### src/rtl/latticesense_ctrl.sv
`default_nettype none
// ============================================================================
//  Module      : latticesense_ctrl
//  Description : Back-end for the carry-chain delay-line sensor. Registers
//                the raw thermometer sample, converts it to a bubble-tolerant
//                popcount, averages over 2^AVG_LOG2 samples and runs a
//                calibration FSM that steers the wrapper's init tap select.
//  Revision    : 1.0  initial release
// ============================================================================
module latticesense_ctrl #(
  parameter int LINE_LEN = 64,
  parameter int INIT_MAX = 32,
  parameter int INIT_DEF = 13,
  parameter int AVG_LOG2 = 4,
  parameter int CAL_LO   = 16,
  parameter int CAL_HI   = 48,
  parameter int SETTLE   = 4,
  localparam int CW      = $clog2(LINE_LEN + 1),
  localparam int SW      = $clog2(INIT_MAX)
) (
  input  logic                clkin,
  input  logic                rstnin,
  input  logic                enain,
  input  logic                calin,
  input  logic [LINE_LEN-1:0] line_in,
  output logic [SW-1:0]       init_sel,
  output logic [CW-1:0]       sample,
  output logic                sample_vld,
  output logic [CW-1:0]       avg,
  output logic                avg_vld,
  output logic                cal_busy,
  output logic                cal_done,
  output logic                cal_fail
);

  // Accumulator is wide enough for a full window of maximum counts.
  localparam int AW  = CW + AVG_LOG2;
  localparam int IW  = $clog2(INIT_MAX + 1);
  localparam int STW = $clog2(SETTLE + 1);

  localparam logic [1:0] ST_IDLE    = 2'd0;
  localparam logic [1:0] ST_SETTLE  = 2'd1;
  localparam logic [1:0] ST_MEASURE = 2'd2;
  localparam logic [1:0] ST_ADJUST  = 2'd3;

  // ---------------------------------------------------------------------------
  // Storage
  // ---------------------------------------------------------------------------
  logic [LINE_LEN-1:0] line_q;
  logic                v1_q;
  logic [CW-1:0]       sample_q;
  logic                sample_vld_q;
  logic [AW-1:0]       acc_q;
  logic [AVG_LOG2-1:0] cnt_q;
  logic [CW-1:0]       avg_q;
  logic                avg_vld_q;

  logic [1:0]          state_q, state_d;
  logic [STW-1:0]      settle_q, settle_d;
  logic [IW-1:0]       iter_q, iter_d;
  logic [SW-1:0]       sel_q, sel_d;
  logic                done_q, done_d;
  logic                fail_q, fail_d;
  logic [CW-1:0]       cal_avg_q;

  // ---------------------------------------------------------------------------
  // Combinational helpers
  // ---------------------------------------------------------------------------
  logic [CW-1:0]       ones;
  logic [AW-1:0]       sum;
  logic                start;
  logic                abort;
  logic                restart;
  logic                in_win;
  logic                too_fast;
  logic                at_limit;
  logic                iter_last;

  // Popcount of the captured line; bubbles simply contribute their ones.
  always_comb begin
    ones = '0;
    for (int i = 0; i < LINE_LEN; i++) begin
      ones = ones + CW'(line_q[i]);
    end
  end

  assign sum       = acc_q + AW'(sample_q);
  assign start     = (state_q == ST_IDLE) & calin & enain;
  assign abort     = (state_q != ST_IDLE) & ~enain;
  // Any cycle headed into SETTLE flushes the averager and hides samples that
  // may still reflect the previous tap setting.
  assign restart   = (state_d == ST_SETTLE);
  assign in_win    = (cal_avg_q >= CW'(CAL_LO)) && (cal_avg_q <= CW'(CAL_HI));
  assign too_fast  = (cal_avg_q > CW'(CAL_HI));
  assign at_limit  = too_fast ? (sel_q == SW'(INIT_MAX - 1)) : (sel_q == '0);
  assign iter_last = (iter_q == IW'(INIT_MAX - 1));

  // ---------------------------------------------------------------------------
  // Datapath
  // ---------------------------------------------------------------------------

  // Capture stage: take the wrapper sample while enabled, else drop validity.
  always_ff @(posedge clkin or negedge rstnin) begin
    if (!rstnin) begin
      line_q <= '0;
      v1_q   <= 1'b0;
    end else if (enain) begin
      line_q <= line_in;
      v1_q   <= 1'b1;
    end else begin
      v1_q   <= 1'b0;
    end
  end

  // Count stage: publish the popcount; suppressed while settling.
  always_ff @(posedge clkin or negedge rstnin) begin
    if (!rstnin) begin
      sample_q     <= '0;
      sample_vld_q <= 1'b0;
    end else if (!enain) begin
      sample_vld_q <= 1'b0;
    end else begin
      sample_vld_q <= v1_q & ~restart;
      if (v1_q && !restart) begin
        sample_q <= ones;
      end
    end
  end

  // Window averager: the final sample is folded in on the same edge that
  // publishes the average and clears the window, so nothing is dropped.
  always_ff @(posedge clkin or negedge rstnin) begin
    if (!rstnin) begin
      acc_q     <= '0;
      cnt_q     <= '0;
      avg_q     <= '0;
      avg_vld_q <= 1'b0;
    end else begin
      avg_vld_q <= 1'b0;
      if (!enain || restart) begin
        acc_q <= '0;
        cnt_q <= '0;
      end else if (sample_vld_q) begin
        if (cnt_q == '1) begin
          avg_q     <= sum[AVG_LOG2 +: CW];
          avg_vld_q <= 1'b1;
          acc_q     <= '0;
          cnt_q     <= '0;
        end else begin
          acc_q <= sum;
          cnt_q <= cnt_q + AVG_LOG2'(1);
        end
      end
    end
  end

  // ---------------------------------------------------------------------------
  // Calibration FSM
  // ---------------------------------------------------------------------------

  // State register.
  always_ff @(posedge clkin or negedge rstnin) begin
    if (!rstnin) begin
      state_q <= ST_IDLE;
    end else begin
      state_q <= state_d;
    end
  end

  // Next-state logic; losing enable while busy always returns to IDLE.
  always_comb begin
    state_d = state_q;
    case (state_q)
      ST_IDLE: begin
        if (start) state_d = ST_SETTLE;
      end
      ST_SETTLE: begin
        if (settle_q == STW'(SETTLE - 1)) state_d = ST_MEASURE;
      end
      ST_MEASURE: begin
        if (avg_vld_q) state_d = ST_ADJUST;
      end
      ST_ADJUST: begin
        if (in_win || at_limit || iter_last) state_d = ST_IDLE;
        else                                 state_d = ST_SETTLE;
      end
      default: state_d = ST_IDLE;
    endcase
    if (abort) state_d = ST_IDLE;
  end

  // Output logic.
  always_comb begin
    cal_busy = (state_q != ST_IDLE);
  end

  // Calibration bookkeeping: tap stepping, iteration guard, sticky flags.
  always_comb begin
    sel_d    = sel_q;
    done_d   = done_q;
    fail_d   = fail_q;
    iter_d   = iter_q;
    settle_d = settle_q;
    if (abort) begin
      fail_d = 1'b1;
    end else begin
      case (state_q)
        ST_IDLE: begin
          if (start) begin
            done_d   = 1'b0;
            fail_d   = 1'b0;
            iter_d   = '0;
            settle_d = '0;
          end
        end
        ST_SETTLE: begin
          settle_d = settle_q + STW'(1);
        end
        ST_ADJUST: begin
          if (in_win) begin
            done_d = 1'b1;
          end else if (at_limit) begin
            // Tap would step out of range: stay saturated and give up.
            fail_d = 1'b1;
          end else begin
            // A high count means the line is too fast, so add initial delay.
            sel_d    = too_fast ? (sel_q + SW'(1)) : (sel_q - SW'(1));
            iter_d   = iter_q + IW'(1);
            settle_d = '0;
            if (iter_last) fail_d = 1'b1;
          end
        end
        default: begin
        end
      endcase
    end
  end

  // Calibration registers; the measured average is latched on entry to ADJUST.
  always_ff @(posedge clkin or negedge rstnin) begin
    if (!rstnin) begin
      sel_q     <= SW'(INIT_DEF);
      done_q    <= 1'b0;
      fail_q    <= 1'b0;
      iter_q    <= '0;
      settle_q  <= '0;
      cal_avg_q <= '0;
    end else begin
      sel_q    <= sel_d;
      done_q   <= done_d;
      fail_q   <= fail_d;
      iter_q   <= iter_d;
      settle_q <= settle_d;
      if (state_q == ST_MEASURE && avg_vld_q) begin
        cal_avg_q <= avg_q;
      end
    end
  end

  assign init_sel   = sel_q;
  assign sample     = sample_q;
  assign sample_vld = sample_vld_q;
  assign avg        = avg_q;
  assign avg_vld    = avg_vld_q;
  assign cal_done   = done_q;
  assign cal_fail   = fail_q;

endmodule
`default_nettype wire

### config.mk
export PLATFORM = sky130hd
export DESIGN_NAME = latticesense_ctrl
export DESIGN_NICKNAME = d
export VERILOG_FILES = /design/src/rtl/latticesense_ctrl.sv
export SDC_FILE = /design/constraint.sdc
export NUM_CORES = 1
export LEC_CHECK = 0
export BUFFER_PORTS_ARGS = -buffer_cell sky130_fd_sc_hd__buf_2
export CORE_MARGIN = 10
export CORE_UTILIZATION = 55
export CTS_CLUSTER_DIAMETER = 120
export DETAILED_ROUTE_END_ITERATION = 12
export PLACE_DENSITY = 0.8
export SLEW_MARGIN = 30
export SYNTH_ARGS = -nofsm -noshare
export SYNTH_HDL_FRONTEND = slang
export SYNTH_SLANG_ARGS = --single-unit
### constraint.sdc
create_clock -name clkin -period 16.3 [get_ports clkin]
set_input_delay 1.63 -clock clkin [delete_from_list [all_inputs] [get_ports clkin]]
set_output_delay 1.63 -clock clkin [all_outputs]
set_load 0.01 [all_outputs]
# [Word-level counts from Yosys, hierarchy flattened]
# Index checks and enable logic that the tools add are counted.
[word_totals] register_bits=121 in_bits=68 out_inout_bits=24 wordCells=169
[op_classes] addsub=69 magnitude_cmp=3 n_eq_ne=15 n_mux=35 bitwise=10 n_reduce_logical=22
[op_table] cell="$add 7x1->7" n=57
[op_table] cell="$mux 11" n=3
[op_table] cell="$mux 6" n=3
[op_table] cell="$mux 1" n=13
[op_table] cell="$mux 4" n=3
[op_table] cell="$pmux 6 s2" n=1
[op_table] cell="$reduce_and 4->1" n=3
[op_table] cell="$add 11x7->11" n=1
[op_table] cell="$reduce_and 5->1" n=2
[op_table] cell="$mux 3" n=3
[op_table] cell="$pmux 3 s3" n=1
[op_table] cell="$mux 2" n=4
[op_table] cell="$ne 2x2->1 const B" n=4
[op_table] cell="$pmux 2 s4" n=1
[op_table] cell="$add 6x1->7" n=1
[op_table] cell="$ge 7x5->1 const B" n=1
[op_table] cell="$gt 7x6->1 const B" n=1
[op_table] cell="$le 7x6->1 const B" n=1
[op_table] cell="$add 5x1->6" n=1
[op_table] cell="$add 6x1->6 const B" n=1
[op_table] cell="$eq 6x5->1 const B" n=1
[op_table] cell="$ne 3x3->1 const B" n=2
[op_table] cell="$not 1->1" n=6
[op_table] cell="$reduce_bool 2->1" n=3
[op_table] cell="25 further kinds" n=37

# [Depth between registers and ports, before layout]
# Gate-level depths: netlist of the first run.
[logic_depth] ltp_word=63 ltp_mapped=21 mapped_depth_nobuf=21

# [Least setup slack after synthesis of the first run]
# No wires, ideal clock.
[synth_path] path_type="flip-flop to flip-flop" from="register line_q[35]" to="register sample_q[6] (netlist: sample[6])" setup_time_ps=135 arrival_ps=5685 required_ps=16165 slack_ps=10480 stages_incl_launch_ff=22 path_buffers=0 synth_period_minus_slack_ps=5820 path_cell_list="dfrtp_1 inv_1 fa_1 inv_1 fa_1 fa_1 inv_1 fa_1 inv_1 fa_1 fa_1 fa_1 inv_1 fa_1 inv_1 fa_1 a21o_1 a21oi_1 nand2b_1 a21oi_1 nor2_1 o21ai_0"
[synth_between] elab_chain_len=29
[synth_lines] item="start: declaration" line="49" rtl="logic [LINE_LEN-1:0] line_q;"
[synth_lines] item="start signal: assignment" line="108" rtl="line_q <= line_in;"
[synth_lines] item="$add 7x1->7 (29 in series)" line="83" rtl="ones = ones + CW'(line_q[i]);"
[synth_lines] item="end signal: assignment" line="125" rtl="sample_q <= ones;"
[synth_lines] item="end: declaration" line="51" rtl="logic [CW-1:0] sample_q;"
# Every way passes these cells.
# A chain may end at the register's enable or synchronous reset.

# [Worst setup path in the final report of the first run]
[layout_path] from="register line_q[35]" to="register sample_q[5] (netlist: sample[5])"
# Same word-level chain as after synthesis.

==> summary.json, run 1 <==
{
  "worst-path-buf-inv": {"value": 6},
  "crit_fanout": {"value": 2},
  "sum_of_negative_setup_slack": {"value": 0, "unit": "ps"},
  "cts-buffers-inserted": {"value": 17},
  "crit_path_cell_trace": {"value": "inv_1 > fa_1 > inv_1 > fa_1 > fa_1 > inv_1 > fa_1 > inv_1 > fa_1 > fa_1 > fa_1 > inv_1 > fa_1 > inv_1 > ha_1 > a21o_1 > a21oi_1 > o21bai_1 > a21oi_1 > xnor2_1 > o21ai_0"},
  "post_layout_nets": {"value": 916},
  "initial_antenna_violation_count": {"value": 0},
  "timing.final.hold_violations": {"value": 0},
  "vias_in_the_first_global_route": {"value": 5405},
  "die_x": {"value": 134, "unit": "um"},
  "cts_hold_buf": {"value": 0},
  "drive_gt1_share": {"value": 21.8, "unit": "%"},
  "postLayoutCellArea": {"value": 8320, "unit": "um^2"},
  "skew": {"value": 8.32, "unit": "ps"},
  "finalCriticalPeriod": {"value": 6100, "unit": "ps"},
  "clock_tree.htree_level_count": {"value": 4},
  "antenna_cells_inserted": {"value": 0},
  "post-cts-setup-buffers": {"value": 0},
  "total_setup_violations_reported_at_the_end_of_the_flow": {"value": 0},
  "wire_length_of_the_first_global_routing_pass": {"value": 25300, "unit": "um"},
  "final_hpwl_from_detailed_placement": {"value": 11200, "unit": "um"},
  "holdCritPathClass": {"value": "reg2reg"},
  "die_height": {"value": 134, "unit": "um"},
  "netlist_top_cells_area": {"value": "sky130_fd_sc_hd__dfrtp_1, sky130_fd_sc_hd__fa_1, sky130_fd_sc_hd__ha_1"},
  "gp_congestion": {"value": 0.833},
  "groute.usage.overall": {"value": 17.2, "unit": "%"},
  "timing.critical_path.from_type": {"value": "flip-flop"},
  "worst_ep_required_time": {"value": 16560, "unit": "ps"},
  "fillerInstances": {"value": 958},
  "synth-edff-count": {"value": 0},
  "run_status": {"value": "finished, final reports clean"},
  "seq_area_frac_synth": {"value": 42.5, "unit": "%"},
  "syn_area_per_cell": {"value": 10.7, "unit": "um^2"},
  "synthDistinctLibCells": {"value": 53},
  "timing_worst_setup_path_type": {"value": "reg2reg"},
  "postSynth.asyncResetShare": {"value": 100, "unit": "%"},
  "cp_data_arrival_time": {"value": 6370, "unit": "ps"},
  "routed_wire_length_per_instance": {"value": 15.6, "unit": "um"},
  "drt_iter0_markers": {"value": 275},
  "synthesis.nets": {"value": 826},
  "clk_root_buf": {"value": "sky130_fd_sc_hd__clkbuf_16"},
  "worst_slew_pin_slew": {"value": 800, "unit": "ps"},
  "rsz0062_at_grt": {"value": "false"},
  "cts_resized": {"value": 0},
  "place_area": {"value": 7730, "unit": "um^2"},
  "grt_max_degree": {"value": 122},
  "dominantRegCellSynth": {"value": "sky130_fd_sc_hd__dfrtp_1"},
  "yosys_warnings": {"value": 0},
  "route.detailed.vias_per_inst": {"value": 5.27},
  "clkLatencyLatePin": {"value": 420, "unit": "ps"},
  "max_freq": {"value": 164, "unit": "MHz"},
  "cpMostUsedCell": {"value": "sky130_fd_sc_hd__fa_1"},
  "floorplan.rows": {"value": 41},
  "maxCapViolCount": {"value": 0},
  "floorplan.io_pins": {"value": 92},
  "critical_path_cell_count": {"value": 21},
  "remaining_drc_errors": {"value": 0},
  "yosysTopAreaCell": {"value": "sky130_fd_sc_hd__dfrtp_1"},
  "grt_overflow": {"value": 0},
  "count_of_input_and_output_buffers": {"value": 91},
  "ys_ff_latch": {"value": 121},
  "worst-r2r-cell-count": {"value": 21},
  "die_area": {"value": 17900, "unit": "um^2"},
  "core-area": {"value": 12700, "unit": "um^2"},
  "layout_worst_path_cycle_share": {"value": 37.4, "unit": "%"},
  "initial_core_util": {"value": 56.3, "unit": "%"},
  "finalWirelength": {"value": 14700, "unit": "um"},
  "syn-instance-count": {"value": 668},
  "synth_top_area_share": {"value": 41.4, "unit": "%"},
  "drv_slew": {"value": 0},
  "ctsLongestPathBuffers": {"value": 2},
  "worstHoldPathCells": {"value": 2},
  "tritoncts_clock_tree": {"value": "yes"},
  "timing.max_slew.rel_slack": {"value": 46.7, "unit": "%"},
  "drtAntennaViolNets": {"value": 0},
  "via_count": {"value": 4960},
  "fin_util": {"value": 65.6, "unit": "%"},
  "synth_area": {"value": 7130, "unit": "um^2"},
  "syn_to_final_growth": {"value": 16.7, "unit": "%"},
  "clk_pin_slew": {"value": 60, "unit": "ps"},
  "crit_slowest_cell": {"value": "sky130_fd_sc_hd__fa_1"},
  "cp_top_family": {"value": "adder cells"},
  "cts.sinks": {"value": 121},
  "drt_pass1_iterations": {"value": 4},
  "worstSetupEndpointType": {"value": "flip-flop"},
  "max_stage_delay": {"value": 540, "unit": "ps"}
}
[layout by cell type (no fill, tap or decap), types with 4 or more instances in the layout]
cell type / synthesis / final
sky130_fd_sc_hd__xnor2_1: 13 / 13
sky130_fd_sc_hd__inv_1: 108 / 108
sky130_fd_sc_hd__ha_1: 34 / 34
sky130_fd_sc_hd__nand2b_1: 5 / 5
sky130_fd_sc_hd__or3_1: 5 / 5
sky130_fd_sc_hd__nor2_1: 21 / 21
sky130_fd_sc_hd__mux2_2: 29 / 29
sky130_fd_sc_hd__clkbuf_16: 0 / 17
sky130_fd_sc_hd__xor2_1: 6 / 6
sky130_fd_sc_hd__dfrtp_1: 118 / 118
sky130_fd_sc_hd__nand2_1: 76 / 76
sky130_fd_sc_hd__a21oi_1: 25 / 25
sky130_fd_sc_hd__a21o_1: 8 / 8
sky130_fd_sc_hd__buf_2: 0 / 89
sky130_fd_sc_hd__nand3_1: 12 / 12
sky130_fd_sc_hd__mux2_4: 7 / 7
sky130_fd_sc_hd__a22oi_1: 6 / 6
sky130_fd_sc_hd__a31oi_1: 4 / 4
sky130_fd_sc_hd__clkinv_2: 0 / 4
sky130_fd_sc_hd__fa_1: 56 / 56
sky130_fd_sc_hd__o21ai_0: 64 / 64
[worst min-delay path: cells and delay by family (launching register included)]
| family | cells | cell delay (ps) |
|---|---|---|
| DFF | 1 | 340 |
| AOI/OAI and AO/OA | 1 | 60 |
| and+or+nand+nor | 1 | 40 |
[path summary, 6_finish.rpt]
check,from,endpoint,slack [ps]
worst max-delay path,line_q[35],sample[5],10200
worst min-delay path,settle_q[2],settle_q[2],480
worst max register to register,line_q[35],sample[5],10200
worst min register to register,settle_q[2],settle_q[2],480
max in group asynchronous,rstnin,line_q[43],14030
min in group asynchronous,rstnin,acc_q[1],1200
[per-stage QoR]
| step | hold WS (ps) | setup WS [ps] | cells |
|---|---|---|---|
| 2_1_floorplan | 450 | 10480 | 668 |
| 3_3_place_gp | 463 | 10310 | 911 |
| 3_5_place_dp | 472 | 10190 | 911 |
| 4_1_cts | 484 | 10170 | 942 |
| 5_1_grt | 516 | 9940 | 942 |
| 6_report | 483 | 10200 | 942 |
[layer usage]
| layer | routed length [um] | GRT usage [%] |
|---|---|---|
| met1 | 6130 | 20.1 |
| met2 | 7520 | 29.6 |
| met3 | 887 | 5.64 |
| met4 | 204 | 5.02 |
| met5 | 0 | 0 |
[sequential cells by signal (all words and copies together) (netlist names)]
name        cells
cal_done        1
sample          7
v1_q            1
acc_q          11
avg_vld         1
iter_q          6
cal_avg_q       7
avg             7
cnt_q           4
state_q         2
sample_vld      1
line_q         64
cal_fail        1
settle_q        3
init_sel        5
[final cells by class]
class / instances / area [um^2] / area share (%)
inverter: 108 / 405 / 4.88
tap: 172 / 215 / 2.59
multi-input combinational: 417 / 3610 / 43.4
sequential: 121 / 3030 / 36.5
clock buffer: 23 / 478 / 5.75
clock inverter: 8 / 95.1 / 1.14
timing repair buffer: 93 / 483 / 5.81
[cell usage after synthesis (2+ instances only)]
library cell	number
sky130_fd_sc_hd__a211o_1	3
sky130_fd_sc_hd__a211oi_1	2
sky130_fd_sc_hd__a21boi_0	2
sky130_fd_sc_hd__a21o_1	8
sky130_fd_sc_hd__a21oi_1	25
sky130_fd_sc_hd__a22oi_1	6
sky130_fd_sc_hd__a31oi_1	4
sky130_fd_sc_hd__and3_1	3
sky130_fd_sc_hd__buf_1	3
sky130_fd_sc_hd__clkbuf_1	18
sky130_fd_sc_hd__dfrtp_1	118
sky130_fd_sc_hd__dfstp_2	3
sky130_fd_sc_hd__fa_1	56
sky130_fd_sc_hd__ha_1	34
sky130_fd_sc_hd__inv_1	108
sky130_fd_sc_hd__mux2_2	29
sky130_fd_sc_hd__mux2_4	7
sky130_fd_sc_hd__mux2i_1	2
sky130_fd_sc_hd__nand2_1	76
sky130_fd_sc_hd__nand2b_1	5
sky130_fd_sc_hd__nand3_1	12
sky130_fd_sc_hd__nand3b_1	2
sky130_fd_sc_hd__nor2_1	21
sky130_fd_sc_hd__nor2b_1	2
sky130_fd_sc_hd__o21a_1	2
sky130_fd_sc_hd__o21ai_0	64
sky130_fd_sc_hd__o21bai_1	3
sky130_fd_sc_hd__o22ai_1	2
sky130_fd_sc_hd__or3_1	5
sky130_fd_sc_hd__or4_1	3
sky130_fd_sc_hd__xnor2_1	13
sky130_fd_sc_hd__xor2_1	6
[cells by family (layout without fill, tap and decap cells)]
kind of cell | count (synthesis) | after routing | share of synthesized area (%)
flops | 121 | 121 | 42.5
buf+inv | 130 | 232 | 6.95
xor+xnor | 19 | 19 | 2.33
fa+ha+maj | 90 | 90 | 21.7
simple gates | 136 | 136 | 8.51
compound gates | 134 | 134 | 11.6
mux | 38 | 38 | 6.34
Power of run 1 is not shown: default switching activity piles up to over one toggle a cycle in this logic, so the estimate is an artifact.
==> run 2: changes to the inputs <==
- ABC_AREA: not set -> 1
- clock period: 16.3 -> 5.8 ns (I/O delays scaled with it)
==> run 2 against run 1 <==
Highest routed layer unchanged. Core utilization is 0.61 points lower. Largest cell class unchanged. Setup slack worse by 10000 ps. First-iteration DRC count is 28% higher.
==> summary.json, run 2 <==
{
  "worst_slew_pin_slew": {"value": 784, "unit": "ps"},
  "floorplan.io_pins": {"value": 92},
  "final_hpwl_from_detailed_placement": {"value": 11400, "unit": "um"},
  "layout.cells.most_common": {"value": "sky130_fd_sc_hd__nand2_1"},
  "rsz0062_at_grt": {"value": "true"},
  "rr_startpoint": {"value": "line_q[35]"},
  "ctsLongestPathBuffers": {"value": 2},
  "timing.critical_path.from_type": {"value": "flip-flop"},
  "timing_worst_setup_path_type": {"value": "reg2reg"},
  "synth.cells.most_frequent": {"value": "sky130_fd_sc_hd__nand2_1, sky130_fd_sc_hd__inv_1, sky130_fd_sc_hd__dfrtp_1"},
  "via_count": {"value": 5354},
  "cts.sinks": {"value": 121},
  "floorplan.rows": {"value": 42},
  "clock_tree.htree_level_count": {"value": 4},
  "ys_ff_latch": {"value": 121},
  "largest_register_ffs": {"value": 64},
  "antenna_cells_inserted": {"value": 0},
  "gp_congestion": {"value": 0.826},
  "initial_core_util": {"value": 56.3, "unit": "%"},
  "finalHoldWorstSlack": {"value": 180, "unit": "ps"},
  "postSynth.asyncResetShare": {"value": 100, "unit": "%"},
  "clkLatencyLatePin": {"value": 420, "unit": "ps"},
  "fin_util": {"value": 65.0, "unit": "%"},
  "remaining_drc_errors": {"value": 0},
  "end_of_the_worst_register_to_register_path": {"value": "sample[6]"},
  "netlist_top_cells_area": {"value": "sky130_fd_sc_hd__dfrtp_1, sky130_fd_sc_hd__fa_1, sky130_fd_sc_hd__nand2_1"},
  "yosysTopAreaCell": {"value": "sky130_fd_sc_hd__dfrtp_1"},
  "drt_iter0_markers": {"value": 351},
  "finalCriticalPeriod": {"value": 5710, "unit": "ps"},
  "dominantRegCellSynth": {"value": "sky130_fd_sc_hd__dfrtp_1"},
  "syn-instance-count": {"value": 779},
  "synth_area": {"value": 7460, "unit": "um^2"},
  "total_setup_violations_reported_at_the_end_of_the_flow": {"value": 0},
  "clk_root_buf": {"value": "sky130_fd_sc_hd__clkbuf_16"},
  "seq_area_frac_synth": {"value": 40.6, "unit": "%"},
  "die_height": {"value": 136, "unit": "um"},
  "drive_gt1_share": {"value": 22.2, "unit": "%"},
  "synth_top_area_share": {"value": 39.6, "unit": "%"},
  "core-area": {"value": 13200, "unit": "um^2"},
  "timing.final.hold_violations": {"value": 0},
  "grt_max_degree": {"value": 82},
  "initial_antenna_violation_count": {"value": 0},
  "tritoncts_clock_tree": {"value": "yes"},
  "reg2reg_setup_slack": {"value": 90, "unit": "ps"},
  "yosys_warnings": {"value": 0},
  "worst_ep_required_time": {"value": 6100, "unit": "ps"},
  "drtAntennaViolNets": {"value": 0},
  "crit_end": {"value": "sample[6]"},
  "synth-edff-count": {"value": 0},
  "die_area": {"value": 18600, "unit": "um^2"},
  "globalRouteMet3Util": {"value": 4.24, "unit": "%"},
  "layout_worst_path_cycle_share": {"value": 98.4, "unit": "%"},
  "timing.max_slew.rel_slack": {"value": 47.8, "unit": "%"},
  "syn_to_final_growth": {"value": 15.4, "unit": "%"},
  "post_layout_nets": {"value": 1023},
  "cp_data_arrival_time": {"value": 6010, "unit": "ps"},
  "clk_pin_slew": {"value": 50, "unit": "ps"},
  "synthDistinctLibCells": {"value": 40},
  "groute.layer.met2.usage": {"value": 27.9, "unit": "%"},
  "die_x": {"value": 136, "unit": "um"},
  "count_of_input_and_output_buffers": {"value": 91},
  "busiest_layer": {"value": "met2"},
  "grt_overflow": {"value": 0},
  "route.detailed.vias_per_inst": {"value": 5.08},
  "routed_wire_length_per_instance": {"value": 15.1, "unit": "um"},
  "groute.usage.overall": {"value": 17.7, "unit": "%"},
  "drt_pass1_iterations": {"value": 5},
  "groute.layer.met1.usage": {"value": 23.0, "unit": "%"},
  "cts-buffers-inserted": {"value": 17},
  "post-synth-top-count-cell": {"value": "sky130_fd_sc_hd__nand2_1"},
  "largest-register": {"value": "line_q"},
  "skew": {"value": 9.85, "unit": "ps"},
  "maxCapViolCount": {"value": 0},
  "crit_fanout": {"value": 3},
  "mostFrequentLayoutCells": {"value": "sky130_fd_sc_hd__nand2_1, sky130_fd_sc_hd__inv_1, sky130_fd_sc_hd__dfrtp_1"},
  "finalWirelength": {"value": 15900, "unit": "um"},
  "worst-r2r-cell-count": {"value": 20},
  "setup.worst_path.start": {"value": "line_q[35]"},
  "worstSetupEndpointType": {"value": "flip-flop"},
  "holdCritPathClass": {"value": "in2async"},
  "run_status": {"value": "finished, final reports clean"},
  "layout_top_registers": {"value": "line_q x64, acc_q x11"},
  "syn_area_per_cell": {"value": 9.58, "unit": "um^2"},
  "cts_hold_buf": {"value": 0},
  "vias_in_the_first_global_route": {"value": 5468},
  "max_freq": {"value": 175, "unit": "MHz"},
  "synthesis.nets": {"value": 937},
  "drv_slew": {"value": 0},
  "wire_length_of_the_first_global_routing_pass": {"value": 26100, "unit": "um"}
}
==> run 2: how the worst min path moves through the flow <==
stage	start	endpoint	slack [ps]	depth (start not counted)
after global placement	settle_q[2]	settle_q[2]	470	2
after CTS	rstnin	line_q[9]	340	1
after detailed placement	settle_q[2]	settle_q[2]	470	2
after global routing	rstnin	line_q[9]	240	1
final	rstnin	line_q[11]	180	1
after floorplan	rstnin	acc_q[0]	280	0
==> run 2: timing repair <==
action                                  CTS  global route
gates cloned                              0             0
endpoints found under the setup margin    4             6
pin swaps                                 7            19
resized for setup                         6            17
buffers inserted                          1             0
==> run 2: through the flow <==
| stage | area (um^2) | worst slack (ps) | std cells | TNS [ps] |
|---|---|---|---|---|
| 6_report | 8610 | 94.9 | 1053 | 0 |
| 5_1_grt | 8610 | -77.0 | 1053 | -166 |
| 4_1_cts | 8550 | 16.2 | 1053 | 0 |
| 3_5_place_dp | 7990 | -31.2 | 1021 | -31.2 |
| 3_3_place_gp | 7990 | 37.6 | 1021 | 0 |
| 2_1_floorplan | 7460 | 185 | 779 | 0 |
==> run 2: critical path, cell delays in order (launching register included) <==
cell and delay (ps):
sky130_fd_sc_hd__dfrtp_1 330, sky130_fd_sc_hd__inv_2 40, sky130_fd_sc_hd__fa_1 530, sky130_fd_sc_hd__inv_1 50, sky130_fd_sc_hd__fa_2 510, sky130_fd_sc_hd__inv_1 50
sky130_fd_sc_hd__fa_2 540, sky130_fd_sc_hd__fa_1 430, sky130_fd_sc_hd__fa_1 470, sky130_fd_sc_hd__fa_1 530, sky130_fd_sc_hd__fa_1 440, sky130_fd_sc_hd__fa_1 510
sky130_fd_sc_hd__inv_1 60, sky130_fd_sc_hd__ha_4 170, sky130_fd_sc_hd__fa_2 370, sky130_fd_sc_hd__nand3_2 90, sky130_fd_sc_hd__nand2_2 80, sky130_fd_sc_hd__a21oi_2 160
sky130_fd_sc_hd__o21bai_1 70, sky130_fd_sc_hd__nand4_1 80, sky130_fd_sc_hd__nand2_1 60
==> run 2: routing by layer <==
layer,share of wire (%),up-vias
met2,49,139
met4,2.0,0
met5,0,-
met3,5.1,29
li1,-,2633
met1,44,2553
==> run 2: layout make-up <==
cell class                      count  area [um^2]
Clock buffer                       22          454
Multi-Input combinational cell    490         3810
Timing Repair Buffer               94          487
Inverter                          141          532
Clock inverter                      9         76.3
Fill cell                        1077         4630
Sequential cell                   121         3030
Tap cell                          176          220
==> run 2: cell families after synthesis <==
logic type / count (synthesis) / synth area share [%]
and+or+nand+nor: 273 / 17.2
buffers and inverters: 168 / 9.32
DFF: 121 / 40.6
adders and majority gates: 90 / 20.7
AOI/OAI and AO/OA: 83 / 6.19
muxes: 23 / 3.47
xor gates and xnor gates: 21 / 2.46
Power of run 2 is left out for the same reason.
